==> src/rtl/ctrl_sequencer_if.sv <==
`default_nettype none
// ============================================================================
//  Module      : ctrl_sequencer_if
//  Description : Control/instruction/memory bundle between ctrl_sequencer
//                and the datapath/memory side of the CSE141L core.
//  Revision    : 1.0  initial release
// ============================================================================
interface ctrl_sequencer_if;
    logic        start;
    logic [8:0]  instr;
    logic        zero;
    logic        mem_ack;
    logic [7:0]  pc;
    logic [2:0]  alu_op;
    logic [2:0]  rd_addr;
    logic [2:0]  rs_addr;
    logic        reg_we;
    logic        mem_req;
    logic        mem_we;
    logic        done;
    logic [15:0] cycle_cnt;
    logic [15:0] instr_cnt;

    modport master (
        input  start, instr, zero, mem_ack,
        output pc, alu_op, rd_addr, rs_addr, reg_we, mem_req, mem_we, done,
               cycle_cnt, instr_cnt
    );

    modport slave (
        output start, instr, zero, mem_ack,
        input  pc, alu_op, rd_addr, rs_addr, reg_we, mem_req, mem_we, done,
               cycle_cnt, instr_cnt
    );
endinterface
`default_nettype wire

==> src/rtl/ctrl_sequencer.sv <==
`default_nettype none
// ============================================================================
//  Module      : ctrl_sequencer
//  Description : Multi-cycle fetch/decode/exec/mem/wb sequencer owning the PC.
//                Define CTRL_PERF_CNT_EN to build the cycle/instruction counters.
//  Revision    : 1.0  initial release
// ============================================================================
module ctrl_sequencer #(
    parameter logic [7:0] START_PC = 8'h00
) (
    input  wire logic         Clk,
    input  wire logic         Reset,
    ctrl_sequencer_if.master  bus
);

    typedef logic [2:0] state_t;

    localparam state_t c_ST_IDLE   = 3'd0;
    localparam state_t c_ST_FETCH  = 3'd1;
    localparam state_t c_ST_DECODE = 3'd2;
    localparam state_t c_ST_EXEC   = 3'd3;
    localparam state_t c_ST_MEM    = 3'd4;
    localparam state_t c_ST_WB     = 3'd5;
    localparam state_t c_ST_HALT   = 3'd6;

    localparam logic [2:0] c_OP_STP  = 3'b000;
    localparam logic [2:0] c_OP_BNEG = 3'b010;
    localparam logic [2:0] c_OP_ST   = 3'b110;
    localparam logic [2:0] c_OP_LD   = 3'b111;

    state_t     r_state;
    state_t     w_state_nxt;
    logic [7:0] r_pc;
    logic [7:0] w_pc_nxt;
    logic [8:0] r_ir;
    logic [8:0] w_ir_nxt;
    logic       r_done;
    logic       w_done_nxt;
    logic [2:0] w_op;
    logic [7:0] w_br_off;

    assign w_op     = r_ir[8:6];
    assign w_br_off = {{5{r_ir[2]}}, r_ir[2:0]};

    always_ff @(posedge Clk or posedge Reset) begin
        if (Reset) begin
            r_state <= c_ST_IDLE;
            r_pc    <= START_PC;
            r_ir    <= 9'd0;
            r_done  <= 1'b0;
        end else begin
            r_state <= w_state_nxt;
            r_pc    <= w_pc_nxt;
            r_ir    <= w_ir_nxt;
            r_done  <= w_done_nxt;
        end
    end

    always_comb begin
        w_state_nxt = r_state;
        w_pc_nxt    = r_pc;
        w_ir_nxt    = r_ir;
        w_done_nxt  = r_done;
        case (r_state)
            c_ST_IDLE, c_ST_HALT: begin
                if (bus.start) begin
                    w_pc_nxt    = START_PC;
                    w_done_nxt  = 1'b0;
                    w_state_nxt = c_ST_FETCH;
                end
            end
            c_ST_FETCH: begin
                w_ir_nxt    = bus.instr;
                w_state_nxt = c_ST_DECODE;
            end
            c_ST_DECODE: w_state_nxt = c_ST_EXEC;
            c_ST_EXEC: begin
                case (w_op)
                    c_OP_STP: begin
                        w_done_nxt  = 1'b1;
                        w_state_nxt = c_ST_HALT;
                    end
                    // zero flags a negative operand, so it selects the taken branch
                    c_OP_BNEG: begin
                        w_pc_nxt    = bus.zero ? (r_pc + w_br_off) : (r_pc + 8'd1);
                        w_state_nxt = c_ST_FETCH;
                    end
                    c_OP_ST, c_OP_LD: begin
                        w_pc_nxt    = r_pc + 8'd1;
                        w_state_nxt = c_ST_MEM;
                    end
                    default: begin
                        w_pc_nxt    = r_pc + 8'd1;
                        w_state_nxt = c_ST_WB;
                    end
                endcase
            end
            c_ST_MEM: begin
                if (bus.mem_ack) begin
                    w_state_nxt = (w_op == c_OP_ST) ? c_ST_FETCH : c_ST_WB;
                end
            end
            c_ST_WB: w_state_nxt = c_ST_FETCH;
            default: w_state_nxt = c_ST_IDLE;
        endcase
    end

    // outputs depend only on state and IR, never on zero/instr/mem_ack
    assign bus.pc      = r_pc;
    assign bus.done    = r_done;
    assign bus.rd_addr = r_ir[5:3];
    assign bus.rs_addr = r_ir[2:0];
    assign bus.alu_op  = ((r_state == c_ST_DECODE) || (r_state == c_ST_EXEC) ||
                          (r_state == c_ST_MEM)    || (r_state == c_ST_WB)) ? w_op : 3'b000;
    assign bus.reg_we  = (r_state == c_ST_WB);
    assign bus.mem_req = (r_state == c_ST_MEM);
    assign bus.mem_we  = (r_state == c_ST_MEM) && (w_op == c_OP_ST);

`ifdef CTRL_PERF_CNT_EN
    logic [15:0] r_cycle_cnt;
    logic [15:0] r_instr_cnt;
    logic        w_start_run;
    logic        w_busy;
    logic        w_retire;

    assign w_start_run = ((r_state == c_ST_IDLE) || (r_state == c_ST_HALT)) && bus.start;
    assign w_busy      = (r_state == c_ST_FETCH) || (r_state == c_ST_DECODE) ||
                         (r_state == c_ST_EXEC)  || (r_state == c_ST_MEM)    ||
                         (r_state == c_ST_WB);
    assign w_retire    = ((r_state == c_ST_EXEC) && ((w_op == c_OP_STP) || (w_op == c_OP_BNEG))) ||
                         ((r_state == c_ST_MEM) && bus.mem_ack && (w_op == c_OP_ST)) ||
                         (r_state == c_ST_WB);

    always_ff @(posedge Clk or posedge Reset) begin
        if (Reset) begin
            r_cycle_cnt <= 16'h0000;
            r_instr_cnt <= 16'h0000;
        end else if (w_start_run) begin
            r_cycle_cnt <= 16'h0000;
            r_instr_cnt <= 16'h0000;
        end else begin
            if (w_busy && (r_cycle_cnt != 16'hFFFF)) begin
                r_cycle_cnt <= r_cycle_cnt + 16'd1;
            end
            if (w_retire && (r_instr_cnt != 16'hFFFF)) begin
                r_instr_cnt <= r_instr_cnt + 16'd1;
            end
        end
    end

    assign bus.cycle_cnt = r_cycle_cnt;
    assign bus.instr_cnt = r_instr_cnt;
`else
    assign bus.cycle_cnt = 16'h0000;
    assign bus.instr_cnt = 16'h0000;
`endif

endmodule
`default_nettype wire

==> src/flat_wrapper.sv <==
// flat-port wrapper written by rule: the top's interface ports become plain ports
module ctrl_sequencer_flat 
#(
    parameter logic [7:0] START_PC = 8'h00
)
  (Clk, Reset, bus_start, bus_instr, bus_zero, bus_mem_ack, bus_pc, bus_alu_op, bus_rd_addr, bus_rs_addr, bus_reg_we, bus_mem_req, bus_mem_we, bus_done, bus_cycle_cnt, bus_instr_cnt);
  ctrl_sequencer_if bus_i ();
  input  wire logic Clk;
  input  wire logic Reset;
  input wire logic [$bits(bus_i.start)-1:0] bus_start;
  input wire logic [$bits(bus_i.instr)-1:0] bus_instr;
  input wire logic [$bits(bus_i.zero)-1:0] bus_zero;
  input wire logic [$bits(bus_i.mem_ack)-1:0] bus_mem_ack;
  output wire logic [$bits(bus_i.pc)-1:0] bus_pc;
  output wire logic [$bits(bus_i.alu_op)-1:0] bus_alu_op;
  output wire logic [$bits(bus_i.rd_addr)-1:0] bus_rd_addr;
  output wire logic [$bits(bus_i.rs_addr)-1:0] bus_rs_addr;
  output wire logic [$bits(bus_i.reg_we)-1:0] bus_reg_we;
  output wire logic [$bits(bus_i.mem_req)-1:0] bus_mem_req;
  output wire logic [$bits(bus_i.mem_we)-1:0] bus_mem_we;
  output wire logic [$bits(bus_i.done)-1:0] bus_done;
  output wire logic [$bits(bus_i.cycle_cnt)-1:0] bus_cycle_cnt;
  output wire logic [$bits(bus_i.instr_cnt)-1:0] bus_instr_cnt;
  assign bus_i.start = bus_start;
  assign bus_i.instr = bus_instr;
  assign bus_i.zero = bus_zero;
  assign bus_i.mem_ack = bus_mem_ack;
  assign bus_pc = bus_i.pc;
  assign bus_alu_op = bus_i.alu_op;
  assign bus_rd_addr = bus_i.rd_addr;
  assign bus_rs_addr = bus_i.rs_addr;
  assign bus_reg_we = bus_i.reg_we;
  assign bus_mem_req = bus_i.mem_req;
  assign bus_mem_we = bus_i.mem_we;
  assign bus_done = bus_i.done;
  assign bus_cycle_cnt = bus_i.cycle_cnt;
  assign bus_instr_cnt = bus_i.instr_cnt;
  ctrl_sequencer #(.START_PC(START_PC)) u_core (.Clk(Clk), .Reset(Reset), .bus(bus_i));
endmodule
==> config.mk <==
export PLATFORM = sky130hd
export DESIGN_NAME = ctrl_sequencer_flat
export DESIGN_NICKNAME = d
export VERILOG_FILES = /design/src/rtl/ctrl_sequencer_if.sv /design/src/rtl/ctrl_sequencer.sv /design/src/flat_wrapper.sv
export SDC_FILE = /design/constraint.sdc
export NUM_CORES = 1
export LEC_CHECK = 0
export BUFFER_PORTS_ARGS = -buffer_cell sky130_fd_sc_hd__buf_4
export CAP_MARGIN = 15
export CORE_ASPECT_RATIO = 1.4
export CORE_MARGIN = 2
export CORE_UTILIZATION = 45
export DETAILED_ROUTE_END_ITERATION = 16
export GPL_ROUTABILITY_DRIVEN = 0
export PLACE_DENSITY_LB_ADDON = 0.05
export REMOVE_ABC_BUFFERS = 1
export SLEW_MARGIN = 25
export SYNTH_ARGS = -nofsm -noshare
export SYNTH_HDL_FRONTEND = slang
export SYNTH_SLANG_ARGS = --single-unit
==> constraint.sdc <==
create_clock -name Clk -period 2 [get_ports Clk]
set_clock_uncertainty 0.05 [all_clocks]
set_input_delay 0.1 -clock Clk [delete_from_list [all_inputs] [get_ports Clk]]
set_output_delay 0.1 -clock Clk [all_outputs]
set_load 0.02 [all_outputs]
==> reports/qor_table.md <==
| Group | Metric | Reported |
|---|---|---|
| power and ir drop | Static Leak | 0.00116 uW |
| yosys | Share of synthesized registers carrying an async set or reset | 100% |
| cts | Clock latency on the worst-skew pair | 0.26 ns |
| power and ir drop | VDD IR max | 939 uV |
| global route | Pin count of the biggest net entering global routing | 22 |
| power and ir drop | Design Power | 3820 uW |
| die | Die span in y | 78.3 um |
| cts | CTS tree | yes |
| timing | Number of endpoints failing setup at the final stage | 2 |
| cells and area | # nets final | 289 |
| yosys | Register area share after synthesis | 29.6% |
| cells and area | Area of all placed cells without fillers | 0.00234 sq mm |
| timing | Worst relative slew slack | 45.4% |
| place | Port Buffers | 34 |
| timing | RSZ-0062 raised after global routing | yes |
| job | Max-cap violations | 0 |
| cts | Number of buffers created by CTS | 3 |
| outcome | Violations in the final reports | negative setup slack |
| cells and area | Core occupancy in the finished layout | 60.7% |
| yosys | Total number of yosys warnings | 0 |
| yosys | Dominant cell type by area after synthesis | sky130_fd_sc_hd__dfrtp_1 |
| timing | Pins over their slew limit | 0 |
| cells and area | Diode insertion count for antenna repair | 0 |
| critical path | Worst path cell trace | buf_6, ha_4, o211ai_1, or2_4, a221oi_2, mux2i_1, a221o_1 |
| yosys | Number of distinct library cell variants in the gate-level netlist after synthesis | 43 |
| die | Die ar. | 0.00447 sq mm |
| critical path | Worst R2R Setup Slack | -0.09 ns |
| cells and area | Leading cell types in the layout, fill and taps excluded | sky130_fd_sc_hd__buf_4, sky130_fd_sc_hd__conb_1, sky130_fd_sc_hd__dfrtp_1 |
| worst hold path | Path type of the worst min-delay path | in2reg |
| critical path | Slowest CP cell | sky130_fd_sc_hd__dfrtp_2 |
| yosys | Primary flip-flop cell chosen by synthesis mapping | sky130_fd_sc_hd__dfrtp_1 |
| yosys | Netlist Area Pre-Place | 0.00178 sq mm |
| cts | Clock Path Buffers | 2 |
| place | Place WS | -0.214 ns |
| critical path | Maximum fanout encountered on the critical timing path | 5 |
| yosys | EDFF count, synth | 0 |
| route | Average wire per cell in the routed design | 14.1 um |
| route | Number of DRC violations after detailed-routing iteration 0 | 59 |
| route | Post-detailed-route via-to-cell ratio | 5.27 |
| critical path | Required time of the worst setup path | 2.09 ns |
| global route | Via count of the first global-routing pass | 1612 |
| yosys | Gate Count Post-Synth | 202 |
| cts | H-tree levels | 1 |
| critical path | Class of the most critical setup path | reg2reg |
| critical path | Sort of element at the start of the critical path | register |
| global route | Initial antenna violation count | 0 |
| timing | Final cycle utilization of the critical path | 104% |
| route | Number of nets with antenna violations after detailed routing | 0 |
| outcome | Outcome | finished with violations |
| cts | Root buffer cell | sky130_fd_sc_hd__clkbuf_8 |
| route | Vias post-DR | 1622 |
| cells and area | Most common cell after layout, fill and taps aside | sky130_fd_sc_hd__buf_4 |
| yosys | Average footprint of a synthesized cell | 8.80 sq um |
| timing | Highest attainable clock frequency | 479 MHz |
| yosys | Flops & latches, synth | 21 |
| power and ir drop | PwrDens | 1630 mW/mm^2 |
| cts | Clock-pin slew on the worst setup and hold paths | 0.08 ns |
| critical path | Maximum cell stage delay along the critical path | 0.47 ns |
| timing | Final hold violations | 0 |
| die | Total I/O pin count | 67 |
| die | Std-Cell Core Area | 0.00385 sq mm |
| cells and area | Final std cells w/o fill | 308 |
| die | Die X-Extent | 57.1 um |
| cells and area | Area delta synth->final | 31.5% |
| yosys | Share of the synthesized area in the top cell type | 29.6% |
| yosys | Top cells by area in the synthesized netlist | sky130_fd_sc_hd__dfrtp_1, sky130_fd_sc_hd__buf_4, sky130_fd_sc_hd__mux2_2, sky130_fd_sc_hd__ha_1, sky130_fd_sc_hd__o21ai_0 |
| critical path | Critical path endpoint category | register |
| critical path | Crit path arrival time | 2.18 ns |
| route | Number of design rule violations left after detail routing | 0 |
| timing | Worst slew pin tran | 0.819 ns |
| die | Number of rows created at floorplan | 27 |
| die | Starting utilization of the core area | 46.1% |
| global route | Total grt overflow | 0 |
| timing | Shortest clock period the worst path allows after layout | 2.09 ns |
| route | DR pass1 iterations | 4 |
| place | Cell area reported after detailed placement | 0.00215 sq mm |
| place | Instance count after placement with tap cells included | 299 |
| global route | Tot GR Track Use | 19.8% |
| cells and area | Share of post-route cells with drive strength above 1 | 38.9% |
| timing | Setup slack after layout | -0.0873 ns |
| global route | Wire length of the first global-routing pass | 7190 um |
| place | Placed wire-length estimate after detailed placement | 3350 um |
| cts | Sink count of the clock tree | 21 |
| route | Final wirelength | 4350 um |
==> worst paths after layout <==
path	cells past startpoint	startpoint	endpoint
hold reg to reg	1	u_core.r_ir[4]	u_core.r_ir[4]
max in group asynchronous	3	Reset	u_core.r_ir[2]
min in group asynchronous	3	Reset	u_core.bus.pc[2]
setup reg to reg	7	u_core.r_ir[2]	u_core.bus.pc[7]
setup / recovery	7	u_core.r_ir[2]	u_core.bus.pc[7]
hold / removal	2	bus_instr[7]	u_core.r_ir[7]
==> critical path, delay by kind of cell, from the launching register on <==
family	cells	cell delay, ns
AOI/OAI and AO/OA	3	0.68
DFF	1	0.47
adders and majority gates	1	0.27
and+or+nand+nor	1	0.26
buffers and inverters	1	0.14
muxes	1	0.11
==> per-stage QoR <==
stage | TNS [ns] | hold WS, ns
floorplan | -0.443 | 0.0265
global route | -0.299 | 0.00311
detailed placement | -0.497 | 0.266
finish | -0.114 | 0.0167
CTS | -0.169 | 0.00900
global placement | -0.231 | 0.259
==> Yosys cell counts (all sizes together), types with 2 or more instances <==
library cell	instances
nor3	9
mux2	9
a21o	4
a31oi	3
inv	5
nor3b	5
o21a	3
a21oi	12
a221oi	2
nand3	4
nand2	8
xor2	4
o21ai	19
nor2	7
ha	8
mux2i	3
clkbuf	7
o22ai	2
buf	38
or3	2
and3	4
dfrtp	21
and2	4
a211o	4
==> final cells by class <==
cell class / instances / area (sq um)
repair buffers: 73 / 562
inverters: 5 / 18.8
clock inverters: 1 / 7.51
multi-input cells: 162 / 1130
flip-flops and latches: 21 / 528
well taps: 43 / 53.8
fillers: 364 / 1510
clock buffers: 3 / 41.3
==> routing by layer <==
metal / vias up / wire length (um) / track usage [%] / share of wire [%]
li1: 781 / - / - / -
met4: 0 / 132 / 9.53 / 3.0
met1: 792 / 1660 / 22.4 / 38
met3: 10 / 115 / 1.65 / 2.6
met5: - / 0 / 0 / 0
met2: 39 / 2450 / 36.6 / 56
==> report_power, final <==
part	switching (uW)	total [uW]	internal, uW
Clock	145	286	141
Combinational	1310	2670	1370
Sequential	245	859	614
Total	1700	3820	2120
==> sequential cells by signal, summed over array words and instances, names as in the netlist <==
register	cells
u_core.bus.pc	8
u_core.bus.done	1
u_core.r_ir	9
u_core.r_state	3
==> cells by family (layout without fill, tap and decap cells) <==
| family | count (synthesis) | after routing | synth area share (%) |
|---|---|---|---|
| other | 1 | 32 | 0.211 |
| DFF | 21 | 21 | 29.6 |
| buffers and inverters | 50 | 82 | 18.6 |
| muxes | 12 | 12 | 7.39 |
| AOI/OAI and AO/OA | 56 | 56 | 20.2 |
| adders and majority gates | 9 | 9 | 6.76 |
| xor gates and xnor gates | 5 | 5 | 2.46 |
| and+or+nand+nor | 48 | 48 | 14.8 |
==> timing repair <==
item / CTS / global route
cloned: 0 / 0
pin swaps: 7 / 13
buffers inserted: 2 / 2
hold endpoints to repair: 21 / 0
resized for setup: 18 / 4
hold buffers: 1 / 0
setup endpoints to repair: 4 / 4
No activity file was read; power rests on OpenSTA's default activity.
